===== config.mk =====
export PLATFORM = sky130hd
export DESIGN_NAME = io_uart_tx
export DESIGN_NICKNAME = d
export VERILOG_FILES = /design/src/rtl/io_uart_tx.sv
export SDC_FILE = /design/constraint.sdc
export NUM_CORES = 1
export LEC_CHECK = 0
export BUFFER_PORTS_ARGS = -buffer_cell sky130_fd_sc_hd__buf_2
export CORE_MARGIN = 2
export CORE_UTILIZATION = 30
export CTS_CLUSTER_DIAMETER = 40
export DETAILED_ROUTE_END_ITERATION = 16
export SYNTH_ARGS = -nofsm -noshare
export SYNTH_HDL_FRONTEND = slang
export SYNTH_SLANG_ARGS = --single-unit

===== constraint.sdc =====
create_clock -name clk -period 3.3 [get_ports clk]
set_input_delay 0.33 -clock clk [delete_from_list [all_inputs] [get_ports clk]]
set_output_delay 0.33 -clock clk [all_outputs]
set_load 0.1 [all_outputs]

===== src/rtl/io_uart_tx.sv =====
// FIFO-buffered 8N1 UART transmitter on the J1 I/O bus.
// Status bit 0 stays "cannot accept" so busy-polling firmware still works.
module io_uart_tx #(
    parameter logic [3:0]  BASE       = 4'hF,
    parameter int          DEPTH_LOG2 = 4,
    parameter logic [15:0] BAUD_DIV   = 16'd433
) (
    input  logic        clk,
    input  logic        reset_n,
    input  logic [15:0] io_addr,
    input  logic [15:0] io_wdata,
    input  logic        io_we,
    input  logic        io_re,
    output logic [15:0] io_rdata,
    output logic        tx
);

    localparam int DEPTH = 1 << DEPTH_LOG2;
    localparam int LW    = DEPTH_LOG2 + 1;

    typedef enum logic [1:0] {IDLE, START, DATA, STOP} state_t;

    logic [7:0]            mem_q [DEPTH];
    logic [DEPTH_LOG2-1:0] wptr_q, wptr_d, rptr_q, rptr_d;
    logic [LW-1:0]         level_q, level_d;
    logic                  ovf_q, ovf_d;
    logic [15:0]           div_q, div_d;

    state_t                state_q, state_d;
    logic [15:0]           cnt_q, cnt_d;
    logic [2:0]            bit_q, bit_d;
    logic [7:0]            sh_q, sh_d;
    logic                  tx_q, tx_d;

    logic                  sel, wr, push, push_ok, flush, ovf_clr, pop;
    logic                  full, empty, busy;
    logic [1:0]            off;
    logic [7:0]            head;
    logic                  unused;

    assign sel     = (io_addr[15:12] == BASE);
    assign off     = io_addr[1:0];
    assign wr      = io_we & sel;
    assign full    = (level_q == LW'(DEPTH));
    assign empty   = (level_q == '0);
    assign busy    = (state_q != IDLE);
    assign push    = wr && (off == 2'd0);
    assign push_ok = push && !full;
    assign flush   = wr && (off == 2'd2) && io_wdata[0];
    assign ovf_clr = wr && (off == 2'd2) && io_wdata[1];
    assign head    = mem_q[rptr_q];
    assign tx      = tx_q;
    assign unused  = ^{io_re, io_addr[11:2]};

    always_comb begin
        io_rdata = 16'h0000;
        if (sel) begin
            unique case (off)
                2'd0: io_rdata = {8'(level_q), 4'b0000,
                                  ovf_q, busy, empty, full};
                2'd1: io_rdata = div_q;
                2'd2: io_rdata = 16'(DEPTH);
                default: io_rdata = 16'h0000;
            endcase
        end
    end

    // Flush takes priority over a same-cycle pop; the popped byte still ships.
    always_comb begin
        wptr_d  = wptr_q + DEPTH_LOG2'(push_ok);
        rptr_d  = flush ? wptr_q : rptr_q + DEPTH_LOG2'(pop);
        level_d = flush ? '0 : level_q + LW'(push_ok) - LW'(pop);
        ovf_d   = ovf_q;
        if (ovf_clr)
            ovf_d = 1'b0;
        if (push && full)
            ovf_d = 1'b1;
        div_d   = (wr && off == 2'd1) ? io_wdata : div_q;
    end

    always_ff @(posedge clk) begin
        if (push_ok)
            mem_q[wptr_q] <= io_wdata[7:0];
    end

    always_ff @(posedge clk) begin
        if (!reset_n) begin
            wptr_q  <= '0;
            rptr_q  <= '0;
            level_q <= '0;
            ovf_q   <= 1'b0;
            div_q   <= BAUD_DIV;
        end else begin
            wptr_q  <= wptr_d;
            rptr_q  <= rptr_d;
            level_q <= level_d;
            ovf_q   <= ovf_d;
            div_q   <= div_d;
        end
    end

    always_comb begin
        state_d = state_q;
        cnt_d   = cnt_q;
        bit_d   = bit_q;
        sh_d    = sh_q;
        tx_d    = tx_q;
        pop     = 1'b0;
        unique case (state_q)
            IDLE: begin
                tx_d = 1'b1;
                if (!empty) begin
                    pop     = 1'b1;
                    sh_d    = head;
                    cnt_d   = div_q;
                    tx_d    = 1'b0;
                    state_d = START;
                end
            end
            START: begin
                if (cnt_q == '0) begin
                    cnt_d   = div_q;
                    tx_d    = sh_q[0];
                    sh_d    = {1'b0, sh_q[7:1]};
                    bit_d   = 3'd0;
                    state_d = DATA;
                end else begin
                    cnt_d = cnt_q - 16'd1;
                end
            end
            DATA: begin
                if (cnt_q == '0) begin
                    cnt_d = div_q;
                    if (bit_q == 3'd7) begin
                        tx_d    = 1'b1;
                        state_d = STOP;
                    end else begin
                        tx_d  = sh_q[0];
                        sh_d  = {1'b0, sh_q[7:1]};
                        bit_d = bit_q + 3'd1;
                    end
                end else begin
                    cnt_d = cnt_q - 16'd1;
                end
            end
            STOP: begin
                if (cnt_q == '0) begin
                    // Chain straight into the next start bit when data waits.
                    if (!empty) begin
                        pop     = 1'b1;
                        sh_d    = head;
                        cnt_d   = div_q;
                        tx_d    = 1'b0;
                        state_d = START;
                    end else begin
                        tx_d    = 1'b1;
                        state_d = IDLE;
                    end
                end else begin
                    cnt_d = cnt_q - 16'd1;
                end
            end
            default: state_d = IDLE;
        endcase
    end

    always_ff @(posedge clk) begin
        if (!reset_n) begin
            state_q <= IDLE;
            cnt_q   <= '0;
            bit_q   <= '0;
            sh_q    <= '0;
            tx_q    <= 1'b1;
        end else begin
            state_q <= state_d;
            cnt_q   <= cnt_d;
            bit_q   <= bit_d;
            sh_q    <= sh_d;
            tx_q    <= tx_d;
        end
    end

endmodule

### After elaboration in Yosys (flattened, before gate mapping)

Memory sizes are Yosys's and may differ from the RTL's. A register that Yosys moved wholly into a read port is not among the register bits.
Index checks and enable logic that the tools add are counted.

| storage, ports and cells | value |
|---|---|
| input bits | 36 |
| memories kept | 1 |
| bits in registers | 60 |
| output and inout bits | 17 |
| word-level logic and storage cells | 92 |
| memory bits (writable) | 128 |

| cells by class | value |
|---|---|
| reductions and logical operators | 21 |
| equality and inequality tests | 14 |
| add/sub/neg operators | 6 |
| bitwise logic cells | 2 |
| multiplexer cells | 38 |

Memories:

| name | words | bits a word | read ports | clocked after memory_dff | write ports | RTL line | RTL |
|---|---|---|---|---|---|---|---|
| mem_q | 16 | 8 | 1 | 1 | 1 | 23 | `logic [7:0] mem_q [DEPTH];` |

Operators by type and width:

| kind | count |
|---|---|
| $pmux W16 S3 | 2 |
| $mux W16 | 4 |
| $mux W8 | 5 |
| $pmux W8 S4 | 1 |
| $logic_not A16 Y1 | 1 |
| $sub A16 B1 Y16 const B | 1 |
| $mux W1 | 12 |
| $ne A2 B2 Y1 const B | 6 |
| $mux W2 | 5 |
| $mux W3 | 3 |
| $add A4 B1 Y4 | 2 |
| $mux W4 | 2 |
| $pmux W2 S4 | 1 |
| $reduce_and A4 Y1 | 2 |
| $logic_and A1 B1 Y1 | 7 |
| $eq A2 B2 Y1 const B | 3 |
| $pmux W3 S2 | 1 |
| $reduce_bool A2 Y1 | 3 |
| $add A5 B1 Y5 | 1 |
| $eq A5 B5 Y1 const B | 1 |
| $logic_not A5 Y1 | 1 |
| $reduce_and A5 Y1 | 1 |
| $sub A5 B1 Y5 | 1 |
| $eq A2 B1 Y1 const B | 2 |
| 11 further kinds | 13 |

### Depth between registers and ports, before layout

Gate-level depths: netlist of the first run.

| logic depth | value |
|---|---|
| word-level depth | 7 |
| mapped depth | 16 |
| depth with buffers taken out | 15 |

### Least setup slack after synthesis of the first run

No wires, ideal clock.

| timing path | value |
|---|---|
| path kind | reg2reg |
| from | reg cnt_q[0] |
| to | reg level_q[4] |
| clock period less this slack | 3.185 ns |
| buffers on the path | 1 |
| cell stages (with the launch flop) | 17 |
| arrival time | 3.115 ns |
| slack | 0.115 ns |
| data required time | 3.230 ns |
| library setup time | 0.070 ns |
| cell sequence | dfxtp_1 > inv_1 > ha_1 > clkbuf_1 > or3b_2 > nor4_4 > a21oi_1 > nor3_1 > xor2_1 > ha_1 > inv_1 > fa_1 > inv_1 > a21oi_1 > nor2_1 > or3_1 > a21oi_1 |

| between the ends | value |
|---|---|
| cells in the longest elaborated chain, start to end | 4 |

Ends and longest elaborated chain:

| what | RTL line | RTL |
|---|---|---|
| start, declared | 30 | `logic [15:0] cnt_q, cnt_d;` |
| start signal, assigned | 176 | `cnt_q <= cnt_d;` |
| $logic_not A16 Y1 | 147 | `if (cnt_q == '0) begin` |
| $mux W1 | 147 |  |
| $pmux W1 S2 | 109 | `unique case (state_q)` |
| $sub A5 B1 Y5 | 72 | `level_d = flush ? '0 : level_q + LW'(push_ok) - LW'(pop);` |
| end signal, assigned | 96 | `level_q <= level_d;` |
| end, declared | 25 | `logic [LW-1:0] level_q, level_d;` |

No other way between the ends.
A chain may end at the register's enable or synchronous reset.

### Worst setup path in the final report of the first run

| timing path | value |
|---|---|
| from | reg cnt_q[2] |
| to | reg level_q[4] |

Same word-level chain as after synthesis.

==> reports/results.ini, run 1 <==
[placed_design]
dpl.hpwl_mm=13.0
gp_congestion=0.778
io_buffers=41
dp_slack_ns=0.149

[clock_network]
cts_buffers=17
cts.path.max_buffers=2
tritoncts=built
cts.clk_slew.worst_paths_ns=0.09
root_buffer=clkbuf_16
clock-sinks=188
holdBufCountCts=0
worstSkewPairLatency_ns=0.44
cts_setup_buffers=0
ctsHtreeMaxLevel=4
post_cts_resized=0

[timing]
finalSetupViolCount=0
slew_viol_final=0
rsz0062_at_grt=false
tns_ns=0
tightest_slew_ns=1.08
fin_ws_ns=0.245
fin_crit_sh=0.926
fin_skew_ns=0.0108
slew_headroom=0.279
fmax_mhz=327
min_period_ns=3.06
final_hold_viol_count=0

[final_layout]
syn_to_final_growth_pct=17.0
final_nets=775
diodes=0
final_layout_size_suffix_gt1_frac=0.233

[global_routing]
antenna_found_initial=0
grt_first_pass_wirelength_mm=30.4
grt_usage=0.128
grt.overflow.total=0
first_global_vias=5336
grt_max_degree=34

[floorplan]
die-area_um2=30200
core_area_um2=28500
die_x_um=174
num_rows=62
start_util=0.302
io_pins=53
die_y_um=174

[route]
dr.pass1.iters=5
ant_nets=0
wl_mm=19.0
avgRoutedWirePerCell_um=17.0
drt_iter0_drc=321
vias_per_cell=4.92
drc=0
vias=5510

[worst_setup_path]
crit_type=register to register
path_max_fanout=7
arrival_ns=3.42
start_kind=register
required_ns=3.67
reg2reg_depth=13
cp-end-kind=register

[synthesis]
yosys.area.top_type=edfxtp_1
syn-cell-area_um2=8630
synth-seq-area-share=0.584
synth_warnings=0
synth_top_area_share=0.445
syn_area_per_cell_um2=12.9
ys_ff_latch=188
yosysMostFrequentCell=edfxtp_1
synth_edf_count=128
netlist_instances=667
synth_flop_cell=edfxtp_1
synth_common_cells=edfxtp_1 (128), dfxtp_1 (60), nand2_1 (48), nor2_1 (48), mux4_2 (37)
synthTopCellsByArea=edfxtp_1 (45%), dfxtp_1 (14%), mux4_2 (9.7%)
synth-async-reset-ratio=0
synth_cell_types=61
syn_nets=720

[power]
peakVddDrop_mv=0.387
power.density_nw_per_um2=792
p_leak_uw=0.00348

[worst_hold_path]
min_path_type=input pin to register
min_path_cells=3

[run_status]
status=finished clean

[run]
drv_cap=0

==> where the power goes <==
group          internal, uW  switching (uW)  leakage, uW  total, uW
Clock                  1070            1100     0.000307       2170
Sequential             2670             149      0.00164       2820
Combinational          1330            1690      0.00153       3010
==> registers in the layout, indices dropped and copies added (netlist names) <==
name and count:
bit_q 3, cnt_q 16, div_q 16, level_q 5, mem_q 128, ovf_q 1
rptr_q 4, sh_q 8, state_q 2, tx 1, wptr_q 4
==> stage by stage <==
step	hold slack (ns)	utilization	instances	power, uW	instance area [um^2]
2_1_floorplan	0.429	-	667	5090	8630
3_3_place_gp	0.470	0.331	1087	5810	9450
3_5_place_dp	0.472	0.331	1087	5840	9450
4_1_cts	0.117	0.353	1119	8030	10100
5_1_grt	0.131	0.354	1119	8510	10100
6_report	0.132	0.354	1119	8000	10100
==> critical path: stages (launching register included) <==
cell and delay (ns):
dfxtp_1 0.38, or4_4 0.60, nor4_4 0.34, a21oi_2 0.17
nor3_2 0.20, xor2_1 0.11, ha_1 0.20, inv_1 0.07
fa_1 0.20, inv_1 0.05, a21oi_1 0.13, nor2_1 0.06
or3_1 0.34, a21oi_1 0.13
==> layout by cell type, fill, tap and decap left out, drive strengths merged, types with 4 or more instances in the layout <==
cell type  synthesis  layout
a21oi             35      35
ha                16      16
a221oi             4       4
mux2i             22      22
nand2             48      48
a21boi             4       4
mux2               9       9
nor2              48      48
nand3             25      25
dfxtp             60      60
nand2b             6       6
nor3              12      12
edfxtp           128     128
mux4              37      37
inv               15      26
a211o              7       7
xor2              12      12
o21a               7       7
or3                6       6
xnor2              6       6
buf                7      75
nor3b              9       9
o21ai             28      28
a221o              8       8
clkbuf            32      17
or4                4       4
nor4              10      10
clkinv             0       4
and2              12      12
==> cell families after synthesis <==
| logic type | after synthesis | synth area share |
|---|---|---|
| adders and majority gates | 17 | 0.0255 |
| xor gates and xnor gates | 18 | 0.0183 |
| DFF | 188 | 0.584 |
| and+or+nand+nor | 201 | 0.121 |
| AOI/OAI and AO/OA | 121 | 0.0929 |
| buffers and inverters | 54 | 0.0243 |
| muxes | 68 | 0.134 |
==> final timing paths <==
path                              startpoint          to  slack [ns]
worst max-delay path                cnt_q[2]  level_q[4]        0.24
worst min register to register       sh_q[4]     sh_q[3]        0.49
worst max register to register      cnt_q[2]  level_q[4]        0.24
worst min-delay path            io_wdata[11]   div_q[11]        0.13
==> routing by layer <==
layer  track usage  up-vias  share of wire
met5             0        -              0
met3        0.0263       16          0.028
met4        0.0291        0          0.012
met2         0.207       77           0.48
met1         0.178     2753           0.48
li1              -     2664              -
==> final cells by class <==
| type | count | area, um^2 |
|---|---|---|
| multi-input cells | 425 | 3410 |
| well taps | 384 | 480 |
| repair buffers | 75 | 473 |
| clock inverters | 15 | 211 |
| flip-flops and latches | 188 | 5050 |
| fillers | 2795 | 18400 |
| clock buffers | 17 | 425 |
| inverters | 15 | 56.3 |
(Power assumes the default switching activity.)
==> run 2: changes to the inputs <==
- clock period: 3.3 -> 3 ns (I/O delays scaled with it)
==> reports/results.ini, run 2 (same netlist as run 1, synthesis figures left out) <==
[route]
vias_per_cell=4.99  ; +1.3%
ant_nets=0  ; unchanged
avgRoutedWirePerCell_um=17.2  ; +1.3%
vias=5639  ; +2.3%
dr.pass1.iters=5  ; unchanged
drt_iter0_drc=422  ; +31%
drc=0  ; unchanged
wl_mm=19.5  ; +2.4%

[timing]
holdWs_ns=0.115  ; -0.0166 ns
slew_headroom=0.597  ; +0.318
fin_skew_ns=0.0160  ; +0.00518 ns
fmax_mhz=340  ; +3.7%
rsz0062_at_grt=true
final_hold_viol_count=0  ; unchanged
slew_viol_final=0  ; unchanged
min_period_ns=2.95  ; -0.110 ns
finalSetupViolCount=0  ; unchanged
tightest_slew_ns=0.603  ; -0.478 ns
fin_crit_sh=0.982  ; +0.0560

[clock_network]
root_buffer=clkbuf_16
holdBufCountCts=0  ; unchanged
cts_buffers=17  ; unchanged
cts.path.max_buffers=2  ; unchanged
ctsHtreeMaxLevel=4  ; unchanged
cts.clk_slew.worst_paths_ns=0.07  ; -0.02 ns
worstSkewPairLatency_ns=0.44  ; about the same
tritoncts=built
clock-sinks=188  ; unchanged

[worst_setup_path]
crit_chain=or4_4 > nor4_4 > a21oi_2 > nor3_2 > xor2_1 > ha_2 > inv_2 > fa_2 > inv_2 > a21oi_2 > nor2_1 > or3_1 > a21oi_1
crit_type=register to register
cp-end-kind=register
reg2reg_depth=13  ; unchanged
start_kind=register
path_max_fanout=5  ; -2
slowest_delay_ns=0.56  ; -0.04 ns
arrival_ns=3.31  ; -0.11 ns
cpMaxStageDelayCell=or4_4
required_ns=3.37  ; -0.30 ns

[power]
pwr-share-clk=0.262  ; -0.009
power.density_nw_per_um2=870  ; +9.9%
p_leak_uw=0.00353  ; +1.6%
power_frac_comb=0.386  ; +0.009
p_int_uw=5670  ; +12%
switching_power_uw=3230  ; +10%
pwr-share-seq=0.352  ; about the same
switching_share=0.363  ; -0.00401
peakVddDrop_mv=0.491  ; +27%

[floorplan]
die-area_um2=30200  ; unchanged
io_pins=53  ; unchanged
num_rows=62  ; unchanged
core_area_um2=28500  ; unchanged
die_x_um=174  ; unchanged
start_util=0.302  ; unchanged
die_y_um=174  ; unchanged

[final_layout]
final_common_cell=edfxtp_1
top_register=mem_q
final_cell_mix=edfxtp_1 (128), dfxtp_1 (55), nor2_1 (48), nand2_1 (48), buf_4 (43)
reg_top3=mem_q (128), cnt_q (16), div_q (16)
largest_reg_flops=128  ; unchanged
diodes=0  ; unchanged
final_layout_size_suffix_gt1_frac=0.258  ; +0.0257
fin_cells=1131  ; +1.1%
final_nets=787  ; +1.5%
syn_to_final_growth_pct=18.6
n_fill_cell=2821  ; +0.93%

[global_routing]
first_global_vias=5548  ; +4.0%
grt_max_degree=34  ; unchanged
grt_first_pass_wirelength_mm=31.2  ; +2.8%
grt_usage=0.132  ; +0.00376
grt.overflow.total=0  ; unchanged
antenna_found_initial=0  ; unchanged

[placed_design]
gp_congestion=0.794  ; +2.0%
io_buffers=41  ; unchanged
post-place-cells=1096  ; +0.83%
dpl.hpwl_mm=13.5  ; +4.0%

[worst_hold_path]
min_path_cells=3  ; unchanged
min_path_type=input pin to register

[run]
drv_cap=0  ; unchanged

[run_status]
status=finished clean

-- run 2: cell count changes in the layout (fill, tap and decap cells not counted), sizes merged --
cell,change
buf,+12
clkinv,+3
clkinvlp,+2
inv,-5
-- run 2: what timing repair did --
action / 4_1_cts / 5_1_grt
endpoints found under the setup margin: 0 / 2
setup buffers: 0 / 3
gates resized for setup: 0 / 7
-- run 2: critical path, delay by kind of cell, from the launching register on --
family	cells	cell delay (ns)
and+or+nand+nor	5	1.57
xor gates and xnor gates	1	0.10
adders and majority gates	2	0.41
AOI/OAI and AO/OA	3	0.35
buffers and inverters	2	0.09
DFF	1	0.36
-- run 2: worst paths after layout --
path                     start         end  slack (ns)
setup / recovery     cnt_q[11]  level_q[4]        0.05
hold / removal    io_wdata[10]   div_q[10]        0.11
setup reg to reg     cnt_q[11]  level_q[4]        0.05
hold reg to reg        sh_q[7]     sh_q[7]        0.49
-- run 2: cell type report --
type,instances,area (um^2),share of cell area
inverters,15,56.3,0.00550
well taps,384,480,0.0469
flip-flops and latches,188,5060,0.494
repair buffers,87,588,0.0575
clock inverters,15,204,0.0199
clock buffers,17,425,0.0416
multi-input cells,425,3420,0.335
-- run 2: layer usage --
metal  share of wire  wire length (um)  global-route usage  up-vias
li1                -                 -                   -     2697
met1            0.47              9200               0.178     2834
met2            0.49              9500               0.217       88
met3           0.029               558              0.0246       20
met4           0.012               227              0.0389        0
met5               0                 0                   0        -
-- run 2: power by group through the flow --
stage          registers (uW)  clock network (uW)  logic (uW)
6_report                 3140                2330        3430
5_1_grt                  3160                2470        3820
4_1_cts                  3140                2370        3420
3_5_place_dp             3200                   0        3400
3_3_place_gp             3190                   0        3360
2_1_floorplan            3160                   0        2500
-- run 2: per-stage QoR --
stage | setup slack, ns | area, um^2 | util | TNS [ns] | total power [uW]
after floorplan | -0.0109 | 8670 | - | -0.0109 | 5660
after global placement | 0.0941 | 9570 | 0.335 | 0 | 6560
after detailed placement | 0.0895 | 9570 | 0.335 | 0 | 6600
after CTS | 0.0615 | 10200 | 0.357 | 0 | 8930
after global routing | -0.108 | 10200 | 0.359 | -0.191 | 9450
final | 0.0546 | 10200 | 0.359 | 0 | 8900
==> run 3: changes to the inputs <==
--- a/config.mk
+++ b/config.mk
@@ -11,4 +11,5 @@
 export CTS_CLUSTER_DIAMETER = 40
 export DETAILED_ROUTE_END_ITERATION = 16
+export SLEW_MARGIN = 40
 export SYNTH_ARGS = -nofsm -noshare
 export SYNTH_HDL_FRONTEND = slang
==> constraint.sdc (replaced) <==
create_clock -name clk -period 3 [get_ports clk]
set_input_delay 0.15 -clock clk [delete_from_list [all_inputs] [get_ports clk]]
set_output_delay 0.15 -clock clk [all_outputs]
set_load 0.1 [all_outputs]
==> reports/results.ini, run 3 (same netlist as run 1, synthesis figures left out) <==
[run_status]
status=finished clean

[timing]
finalSetupViolCount=0  ; unchanged
final_hold_viol_count=0  ; unchanged
slew_headroom=0.542  ; -0.0552
tightest_slew_ns=0.686  ; +0.0836 ns
fin_crit_sh=0.971  ; -0.0107
rsz0062_at_grt=true
min_period_ns=2.91  ; -0.0320 ns
fin_skew_ns=0.0157  ; -0.000275 ns
slew_viol_final=0  ; unchanged
fmax_mhz=343  ; +1.1%

[worst_setup_path]
crit_type=register to register
start_kind=register
path_max_fanout=5  ; unchanged
required_ns=3.38  ; about the same
cp-end-kind=register
arrival_ns=3.29  ; -0.02 ns

[global_routing]
antenna_found_initial=0  ; unchanged
first_global_vias=5517  ; -0.56%
grt_usage=0.133  ; +0.000580
grt.overflow.total=0  ; unchanged
grt_max_degree=34  ; unchanged
grt_first_pass_wirelength_mm=31.4  ; +0.60%

[final_layout]
syn_to_final_growth_pct=19.4
final_layout_size_suffix_gt1_frac=0.258  ; -0.000430
n_fill_cell=2774  ; -1.7%
final_common_cell=edfxtp_1
reg_top3=mem_q (128), cnt_q (16), div_q (16)
top_register=mem_q
fin_cells=1140  ; +0.80%
largest_reg_flops=128  ; unchanged
final_cell_mix=edfxtp_1 (128), dfxtp_1 (55), nor2_1 (48), nand2_1 (48), buf_4 (46)
final_nets=796  ; +1.1%
diodes=0  ; unchanged
final_util=0.361  ; +0.00272

[clock_network]
root_buffer=clkbuf_16
worstSkewPairLatency_ns=0.44  ; about the same
ctsHtreeMaxLevel=4  ; unchanged
cts.clk_slew.worst_paths_ns=0.08  ; about the same
cts.path.max_buffers=2  ; unchanged
clock-sinks=188  ; unchanged
tritoncts=built
cts_buffers=17  ; unchanged

[floorplan]
io_pins=53  ; unchanged
die-area_um2=30200  ; unchanged
die_x_um=174  ; unchanged
core_area_um2=28500  ; unchanged
start_util=0.302  ; unchanged
num_rows=62  ; unchanged
die_y_um=174  ; unchanged

[route]
dr.pass1.iters=5  ; unchanged
avgRoutedWirePerCell_um=17.3  ; +0.13%
wl_mm=19.7  ; +0.92%
vias_per_cell=4.96  ; -0.51%
ant_nets=0  ; unchanged
vias=5655  ; +0.28%
drc=0  ; unchanged
drt_iter0_drc=399  ; -5.5%

[placed_design]
post-place-cells=1096  ; unchanged
dpl.hpwl_mm=13.4  ; -0.79%
gp_congestion=0.782  ; -1.5%
io_buffers=41  ; unchanged

[power]
power.density_nw_per_um2=871  ; about the same
p_leak_uw=0.00357  ; +1.1%
peakVddDrop_mv=0.403  ; -18%

[run]
drv_cap=0  ; unchanged

[worst_hold_path]
min_path_type=input pin to register

## run 3: final cells by class
type	instances	area [um^2]	area share
clock inverter	15	213	0.0206
multi-input combinational	425	3430	0.333
sequential	188	5060	0.490
tap	384	480	0.0466
timing repair buffer	96	651	0.0631
inverter	15	56.3	0.00546
clock buffer	17	425	0.0413
## run 3: routing by layer
| metal | part of all wire | vias to the layer above | global-route usage |
|---|---|---|---|
| met3 | 0.032 | 13 | 0.0232 |
| met2 | 0.48 | 107 | 0.219 |
| li1 | - | 2710 | - |
| met4 | 0.0062 | 0 | 0.0277 |
| met5 | 0 | - | 0 |
| met1 | 0.48 | 2825 | 0.183 |
## run 3: worst paths after layout
check	start	to	slack [ns]	cells past startpoint
max	cnt_q[11]	level_q[4]	0.09	13
min	reset_n	div_q[8]	0.04	2
max reg2reg	cnt_q[11]	level_q[4]	0.09	13
min reg2reg	div_q[13]	div_q[13]	0.49	2
## run 3: metrics by stage
stage | setup TNS [ns] | instance area [um^2] | hold slack (ns) | worst slack (ns) | power (uW)
detailed placement | 0 | 9550 | 0.398 | 0.0639 | 6560
finish | 0 | 10300 | 0.0371 | 0.0866 | 8980
CTS | 0 | 10300 | 0.0231 | 0.0435 | 8940
global route | -0.0872 | 10300 | 0.0329 | -0.0872 | 9510
global placement | 0 | 9550 | 0.389 | 0.0805 | 6530
floorplan | -0.0109 | 8670 | 0.249 | -0.0109 | 5660
## run 3: what timing repair did
| action | CTS | global route |
|---|---|---|
| hold buffers | 8 | 0 |
| endpoints found under the hold margin | 8 | 0 |
| resized for setup | 0 | 8 |
| endpoints found under the setup margin | 0 | 1 |
| buffers inserted | 0 | 4 |
## run 3: critical path, cell delays in order (launching register included)
cell     delay [ns]
dfxtp_4        0.36
or4_4          0.56
nor4_4         0.37
a21oi_2        0.14
nor3_2         0.18
xor2_1         0.10
ha_2           0.20
inv_2          0.06
fa_2           0.20
inv_2          0.04
a21oi_2        0.10
nor2_1         0.06
or3_1          0.36
a21oi_1        0.14
## run 3: power by group
| group | leakage (uW) | internal (uW) | switching [uW] |
|---|---|---|---|
| sequential | 0.00164 | 2940 | 170 |
| combinational | 0.00163 | 1590 | 1910 |
| clock | 0.000301 | 1220 | 1150 |
| total | 0.00357 | 5750 | 3220 |
